===== src/rtl/spram_arbiter.sv =====
`default_nettype none
// ============================================================================
// spram_arbiter : PS-priority / round-robin PL arbiter for one BRAM port
// Rev 1.0
// ============================================================================
module spram_arbiter #(
  parameter int NUM_REQ  = 2,
  parameter int ADDR_W   = 13,
  parameter int DATA_W   = 32,
  parameter int READ_LAT = 1
) (
  input  logic                          clka,
  input  logic                          rsta,
  input  logic                          ps_en,
  input  logic [DATA_W/8-1:0]           ps_we,
  input  logic [ADDR_W-1:0]             ps_addr,
  input  logic [DATA_W-1:0]             ps_din,
  output logic [DATA_W-1:0]             ps_dout,
  input  logic [NUM_REQ-1:0]            req_valid,
  input  logic [NUM_REQ*DATA_W/8-1:0]   req_we,
  input  logic [NUM_REQ*ADDR_W-1:0]     req_addr,
  input  logic [NUM_REQ*DATA_W-1:0]     req_wdata,
  output logic [NUM_REQ-1:0]            req_ready,
  output logic [NUM_REQ-1:0]            rsp_valid,
  output logic [DATA_W-1:0]             rsp_rdata,
  output logic                          bram_en,
  output logic [DATA_W/8-1:0]           bram_we,
  output logic [ADDR_W-1:0]             bram_addr,
  output logic [DATA_W-1:0]             bram_din,
  input  logic [DATA_W-1:0]             bram_dout
);

  localparam int c_BE_W  = DATA_W / 8;
  localparam int c_IDX_W = (NUM_REQ > 1) ? $clog2(NUM_REQ) : 1;

  logic [c_IDX_W-1:0]  rr_ptr_q, rr_ptr_d;
  logic [READ_LAT-1:0] tag_vld_q, tag_vld_d;
  logic [c_IDX_W-1:0]  tag_idx_q [READ_LAT];
  logic [c_IDX_W-1:0]  tag_idx_d [READ_LAT];

  logic                grant_found;
  logic [c_IDX_W-1:0]  grant_idx;
  logic                pl_accept;
  logic                pl_read;
  int                  cand;

  // First valid requester at or after rr_ptr, wrapping modulo NUM_REQ.
  always_comb begin
    grant_found = 1'b0;
    grant_idx   = '0;
    cand        = 0;
    for (int k = 0; k < NUM_REQ; k++) begin
      cand = int'(rr_ptr_q) + k;
      if (cand >= NUM_REQ) cand = cand - NUM_REQ;
      if (!grant_found && req_valid[c_IDX_W'(cand)]) begin
        grant_found = 1'b1;
        grant_idx   = c_IDX_W'(cand);
      end
    end
  end

  // Port mux: reset blocks everyone, then PS, then the granted PL requester.
  always_comb begin
    bram_en   = 1'b0;
    bram_we   = '0;
    bram_addr = '0;
    bram_din  = '0;
    req_ready = '0;
    pl_accept = 1'b0;
    pl_read   = 1'b0;
    if (!rsta) begin
      if (ps_en) begin
        bram_en   = 1'b1;
        bram_we   = ps_we;
        bram_addr = ps_addr;
        bram_din  = ps_din;
      end else if (grant_found) begin
        bram_en              = 1'b1;
        bram_we              = req_we[grant_idx*c_BE_W +: c_BE_W];
        bram_addr            = req_addr[grant_idx*ADDR_W +: ADDR_W];
        bram_din             = req_wdata[grant_idx*DATA_W +: DATA_W];
        req_ready[grant_idx] = 1'b1;
        pl_accept            = 1'b1;
        pl_read              = (req_we[grant_idx*c_BE_W +: c_BE_W] == '0);
      end
    end
  end

  // The tag pipe shifts every cycle so PS traffic never stalls in-flight reads.
  always_comb begin
    rr_ptr_d = rr_ptr_q;
    if (pl_accept) begin
      rr_ptr_d = (int'(grant_idx) == NUM_REQ - 1) ? '0 : grant_idx + c_IDX_W'(1);
    end
    tag_vld_d    = '0;
    tag_vld_d[0] = pl_accept & pl_read;
    tag_idx_d[0] = grant_idx;
    for (int s = 1; s < READ_LAT; s++) begin
      tag_vld_d[s] = tag_vld_q[s-1];
      tag_idx_d[s] = tag_idx_q[s-1];
    end
  end

  always_ff @(posedge clka) begin
    if (rsta) begin
      rr_ptr_q  <= '0;
      tag_vld_q <= '0;
      for (int s = 0; s < READ_LAT; s++) tag_idx_q[s] <= '0;
    end else begin
      rr_ptr_q  <= rr_ptr_d;
      tag_vld_q <= tag_vld_d;
      for (int s = 0; s < READ_LAT; s++) tag_idx_q[s] <= tag_idx_d[s];
    end
  end

  always_comb begin
    rsp_valid = '0;
    if (!rsta && tag_vld_q[READ_LAT-1]) rsp_valid[tag_idx_q[READ_LAT-1]] = 1'b1;
  end

  assign rsp_rdata = bram_dout;
  assign ps_dout   = bram_dout;

endmodule
`default_nettype wire


===== config.mk =====
export PLATFORM = sky130hd
export DESIGN_NAME = spram_arbiter
export DESIGN_NICKNAME = d
export VERILOG_FILES = /design/src/rtl/spram_arbiter.sv
export SDC_FILE = /design/constraint.sdc
export NUM_CORES = 1
export LEC_CHECK = 0
export CORE_AREA = 2 2 117 119
export CTS_BUF_LIST = sky130_fd_sc_hd__clkbuf_8
export DETAILED_ROUTE_END_ITERATION = 7
export DIE_AREA = 0 0 119 121
export PLACE_DENSITY = 0.63
export REMOVE_ABC_BUFFERS = 1
export SYNTH_ARGS = -nofsm -noshare
export SYNTH_HDL_FRONTEND = slang
export SYNTH_SLANG_ARGS = --single-unit

===== constraint.sdc =====
create_clock -name clka -period 3.1 [get_ports clka]
set_input_delay 0.62 -clock clka [delete_from_list [all_inputs] [get_ports clka]]
set_output_delay 0.62 -clock clka [all_outputs]
set_load 0.02 [all_outputs]

# == Yosys cells after proc, flatten, opt, wreduce, memory -nomap -nowiden ==
# Memories as Yosys holds them, arrays and structs flattened.
# Index checks and enable logic that the tools add are counted.
# word_totals
output_inout_bits,118
n_memories,1
register_bits,2
elab_cells,69
ramBits,1
# classes
n_reduce_logical,8
magnitude_cmp,8
n_mul,1
muxes,41
addsub,4
shifts,3
bitwise,1
# memory_table
name,words,width,read_ports,rd_ports_with_merged_regs,wr,line_no,source
tag_idx_q,1,1,1,0,1,38,logic [c_IDX_W-1:0] tag_idx_q [READ_LAT];
# op_table
op,count
32-bit 2-to-1 mux,3
64-bit by 7-bit indexed part select with 32-bit output,1
13-bit 2-to-1 mux,3
1-bit 2-to-1 mux,26
26-bit by 6-bit indexed part select with 13-bit output,1
4-bit 2-to-1 mux,3
2-bit 2-to-1 mux,4
8-bit by 4-bit indexed part select with 4-bit output,1
"1-bit by 3-bit < comparator with 1-bit output, second input constant",2
"1-bit by 4-bit multiplier with 5-bit output, second input constant",1
1-bit logical AND,4
4-bit logical NOT,1
"1-bit by 2-bit < comparator with 1-bit output, second input constant",2
"1-bit by 1-bit adder with 2-bit output, second input constant",1
1-bit demux with 1-bit select,2
"1-bit greater-or-equal comparator, second input constant",2
"1-bit by 2-bit greater-or-equal comparator with 1-bit output, second input constant",1
"2-bit greater-or-equal comparator, second input constant",1
1-bit logical NOT,2
"1-bit subtractor, second input constant",2
"1-bit adder, second input constant",1
1-bit bitwise AND,1
1-bit OR reduction,1

# == Longest topological paths before layout ==
# Gate-level depths: netlist of the first run.
# logic_depth
ltp_word,16
ltp_mapped,5

# == Worst setup path after synthesis of the first run ==
# OpenSTA, ideal clock, no wires.
# synth_timing
kind,input -> output
startpoint,in ps_en
endpoint,out bram_we[3]
path_buffers,0
arrival_ns,1.448
path_stages,3
slack_ns,1.032
cell_sequence,and2b_2 nand2b_4 o21ai_0
# synth_via
elab_chain_len,2
# synth_rtl
element,line_no,source
"start, declared",14,"input logic ps_en,"
4-bit 2-to-1 mux,72,if (ps_en) begin
4-bit 2-to-1 mux,71,if (!rsta) begin
"end, declared",27,"output logic [DATA_W/8-1:0] bram_we,"
# Every way passes these cells.

# == Final worst setup path of the first run ==
# layout_timing
startpoint,in ps_en
endpoint,out bram_din[12]
# layout_via
elab_chain_len,2
# layout_rtl
element,line_no,source
32-bit 2-to-1 mux,72,
32-bit 2-to-1 mux,71,
"end, declared",29,"output logic [DATA_W-1:0] bram_din,"
# Every way passes these cells.

==> impl_metrics.csv, run 1 <==
group,metric,value,unit
run_status,status,"finished clean",
timing,hold_violations,0,
global_routing,grt_first_pass_wirelength,15900,um
global_routing,first_global_vias,2386,
detailed_routing,routed_wire_length_per_instance,20.9,um
layout,antenna-diode-count,0,
layout,fillcell_total,1369,
global_routing,grt_max_degree,31,
floorplanning,fp.coreArea,13100,um2
clock_tree,hold_buffers,0,
timing,max_freq,330,MHz
hold_path,holdCritPathClass,"reg2reg",
timing,tightestPinTransition,309,ps
synth,synth-seq-cells,3,
setup_path,arrival,2410,ps
synth,synth.most_common_cell,"sky130_fd_sc_hd__buf_4",
setup_path,worst-path-buf-inv,3,
clock_tree,insertion_delay,220,ps
power,total_power,0.000683,W
clock_tree,clk_root_buffer_cell,"sky130_fd_sc_hd__clkbuf_8",
clock_tree,clock_sink_count,3,
synth,synthDominantCellAreaShare,0.272,
synth,cell_types_with_the_highest_counts_after_synthesis,"69 x sky130_fd_sc_hd__buf_4, 50 x sky130_fd_sc_hd__nand2_1, 49 x sky130_fd_sc_hd__mux2i_1",
power,power.leakage,1.54,nW
run,cap_violations,0,
setup_path,critical_path_class,"in2out",
synth,synth_cell_types,18,
setup_path,endpoint_kind,"output pin",
synth,ys.warnings.count,0,
detailed_routing,vias,2332,
global_routing,global_route.usage.total,0.152,
floorplanning,placementRows,42,
layout,area_of_all_placed_cells_without_fillers,3780,um2
synth,netlist_instances,249,
floorplanning,die-width,119,um
timing,final.hold.worst_slack,853,ps
synth,synth_seq_area_share,0.0316,
power,peakVddDrop,0.0872,mV
setup_path,crit_path_max_incr_delay,610,ps
floorplanning,fp.dieH,121,um
layout,drive_gt1_frac,0.172,
timing,setup_tns,0,ps
setup_path,critical_path.max_fanout,17,
placed_design,place_area,3700,um2
timing,setup_viol,0,
detailed_routing,ant_nets,0,
detailed_routing,drt-vias-per-instance,4.13,
layout,area_delta_synth_final,98.7,%
placed_design,gp_routability_congestion,0.803,
clock_tree,cts_made_buffers,3,
setup_path,critPathSlowestCell,"sky130_fd_sc_hd__clkdlybuf4s50_1",
power,power-per-cell-area,181,nW/um2
clock_tree,cts_setup_buffers,0,
placed_design,placement.io_buffers,204,
synth,synth.top_cells.by_area,"sky130_fd_sc_hd__buf_4 27%, sky130_fd_sc_hd__mux2i_1 26%, sky130_fd_sc_hd__o21ai_2 22%",
setup_path,critical-path-top-delay-family,"buffers and inverters",
timing,final_period_minus_worst_setup_slack,3030,ps
global_routing,grt.overflow.total,0,
placed_design,place_hpwl,10400,um
layout,stdcell_count,565,
setup_path,worst_ep_required_time,2480,ps
timing,finalClockSkew,2.37,ps
timing,final-max-slew-violation-count,0,
detailed_routing,finalWirelength,11800,um
layout,area_used_by_multi_input_combinational_logic,1220,um2
floorplanning,num_io_pins,302,
layout,final_net_count,574,
synth,post_synth_instance_area,1900,um2
global_routing,grt_antenna_before_repair,0,
floorplanning,die_area,14400,um2
setup_path,crit_path_frequent_cell,"sky130_fd_sc_hd__clkdlybuf4s50_1",
setup_path,cp_cell_sequence,"clkdlybuf4s50_1 -> and2b_2 -> nand2b_4 -> buf_12 -> o21ai_2 -> clkdlybuf4s50_1",
synth,async_flop_share,0,
synth,dominantRegCellSynth,"sky130_fd_sc_hd__dfxtp_1",
detailed_routing,drtPass1Iterations,4,
clock_tree,tritoncts,"built",
synth,mean_syn_cell_area,7.64,um2
synth,synth_top_area_cell,"sky130_fd_sc_hd__buf_4",
detailed_routing,route.detailed.drc,0,
timing,relative_max_transition_margin,0.788,
placed_design,placed_cells,561,
detailed_routing,detailedRoute.firstIterationViolations,63,
synth,synth_enable_flop_cells,0,
floorplanning,initial_core_util,0.145,
clock_tree,cts.path.max_buffers,2,
layout,seq_area,63.8,um2
clock_tree,cts-htree-levels,1,
setup_path,crit_path_start_kind,"primary input",
clock_tree,clkSlewWorstSetupHoldPaths,30,ps
timing,period_share,0.979,
per-stage QoR:
| stage | setup WS [ps] | util |
|---|---|---|
| 4_1_cts | 0.0449 | 0.286 |
| 3_3_place_gp | 15.9 | 0.283 |
| 5_1_grt | -2.28 | 0.289 |
| 3_5_place_dp | 13.8 | 0.283 |
| 6_report | 65.5 | 0.289 |
| 2_1_floorplan | -128 | - |
per-layer routing:
layer | vias to the layer above | GRT usage | wire (um)
met5 | - | 0.0588 | 76
met2 | 237 | 0.255 | 5560
li1 | 1069 | - | -
met1 | 1013 | 0.145 | 3910
met4 | 4 | 0.0186 | 128
met3 | 9 | 0.128 | 2160
sequential cells by signal (all words and copies together), names as in the netlist:
register / count
rr_ptr_q: 1
tag_idx_q: 1
tag_vld_q: 1
worst register-to-register path: cells and delay by family (launching register included):
family                 cells  cell delay, ps
DFF                        1             550
buffers and inverters      2             350
and+or+nand+nor            1             180
placed cells by master (no fill, tap or decap), drive strengths merged:
cell type	instances
clkdlybuf4s50	191
nand2	50
mux2i	49
o21ai	49
dlymetal6s2s	13
buf	12
nor2	5
nor3b	3
clkbuf	3
dfxtp	3
inv	2
nor4	2
nand3	2
and2b	1
nand2b	1
nor2b	1
and3b	1
xnor2	1
path summary, 6_finish.rpt:
kind	start	to	slack (ps)	cells after the start
min	rr_ptr_q$_SDFFE_PP0P_	tag_vld_q$_SDFF_PP0_	850	3
max	ps_en	bram_din[12]	70	6
max reg2reg	rr_ptr_q$_SDFFE_PP0P_	tag_idx_q[0]$_SDFF_PP0_	1940	3
min reg2reg	rr_ptr_q$_SDFFE_PP0P_	tag_vld_q$_SDFF_PP0_	850	3
timing repair:
item                                    CTS  global route
endpoints found under the hold margin     0             0
resized for setup                         0            13
endpoints found under the setup margin    0            13
layout make-up:
class / instances / area share
Sequential cell: 3 / 0.0169
Clock buffer: 3 / 0.0109
Inverter: 1 / 0.000993
Clock inverter: 1 / 0.000993
Timing Repair Buffer: 216 / 0.589
Multi-Input combinational cell: 165 / 0.323
Tap cell: 176 / 0.0582
power breakdown:
group	total (W)	switching, W	internal (W)	leakage [nW]
registers	0.0000510	0.0000104	0.0000406	0.0251
logic	0.000521	0.000201	0.000320	1.49
clock network	0.000111	0.0000267	0.0000844	0.0269
total	0.000683	0.000239	0.000445	1.54
cells by family after synthesis:
family / Yosys count / share of synthesized area
AOI/OAI and AO/OA: 49 / 0.224
xor gates and xnor gates: 1 / 0.00460
and+or+nand+nor: 66 / 0.153
DFF: 3 / 0.0316
muxes: 49 / 0.258
buffers and inverters: 81 / 0.329
Power figures use the tool's default switching activity.
==> inputs of run 2 (changes only) <==
TNS_END_PERCENT = 1   (was unset)
==> results of run 2 <==
The final DEF is identical to that of run 1; final timing and power are the same.
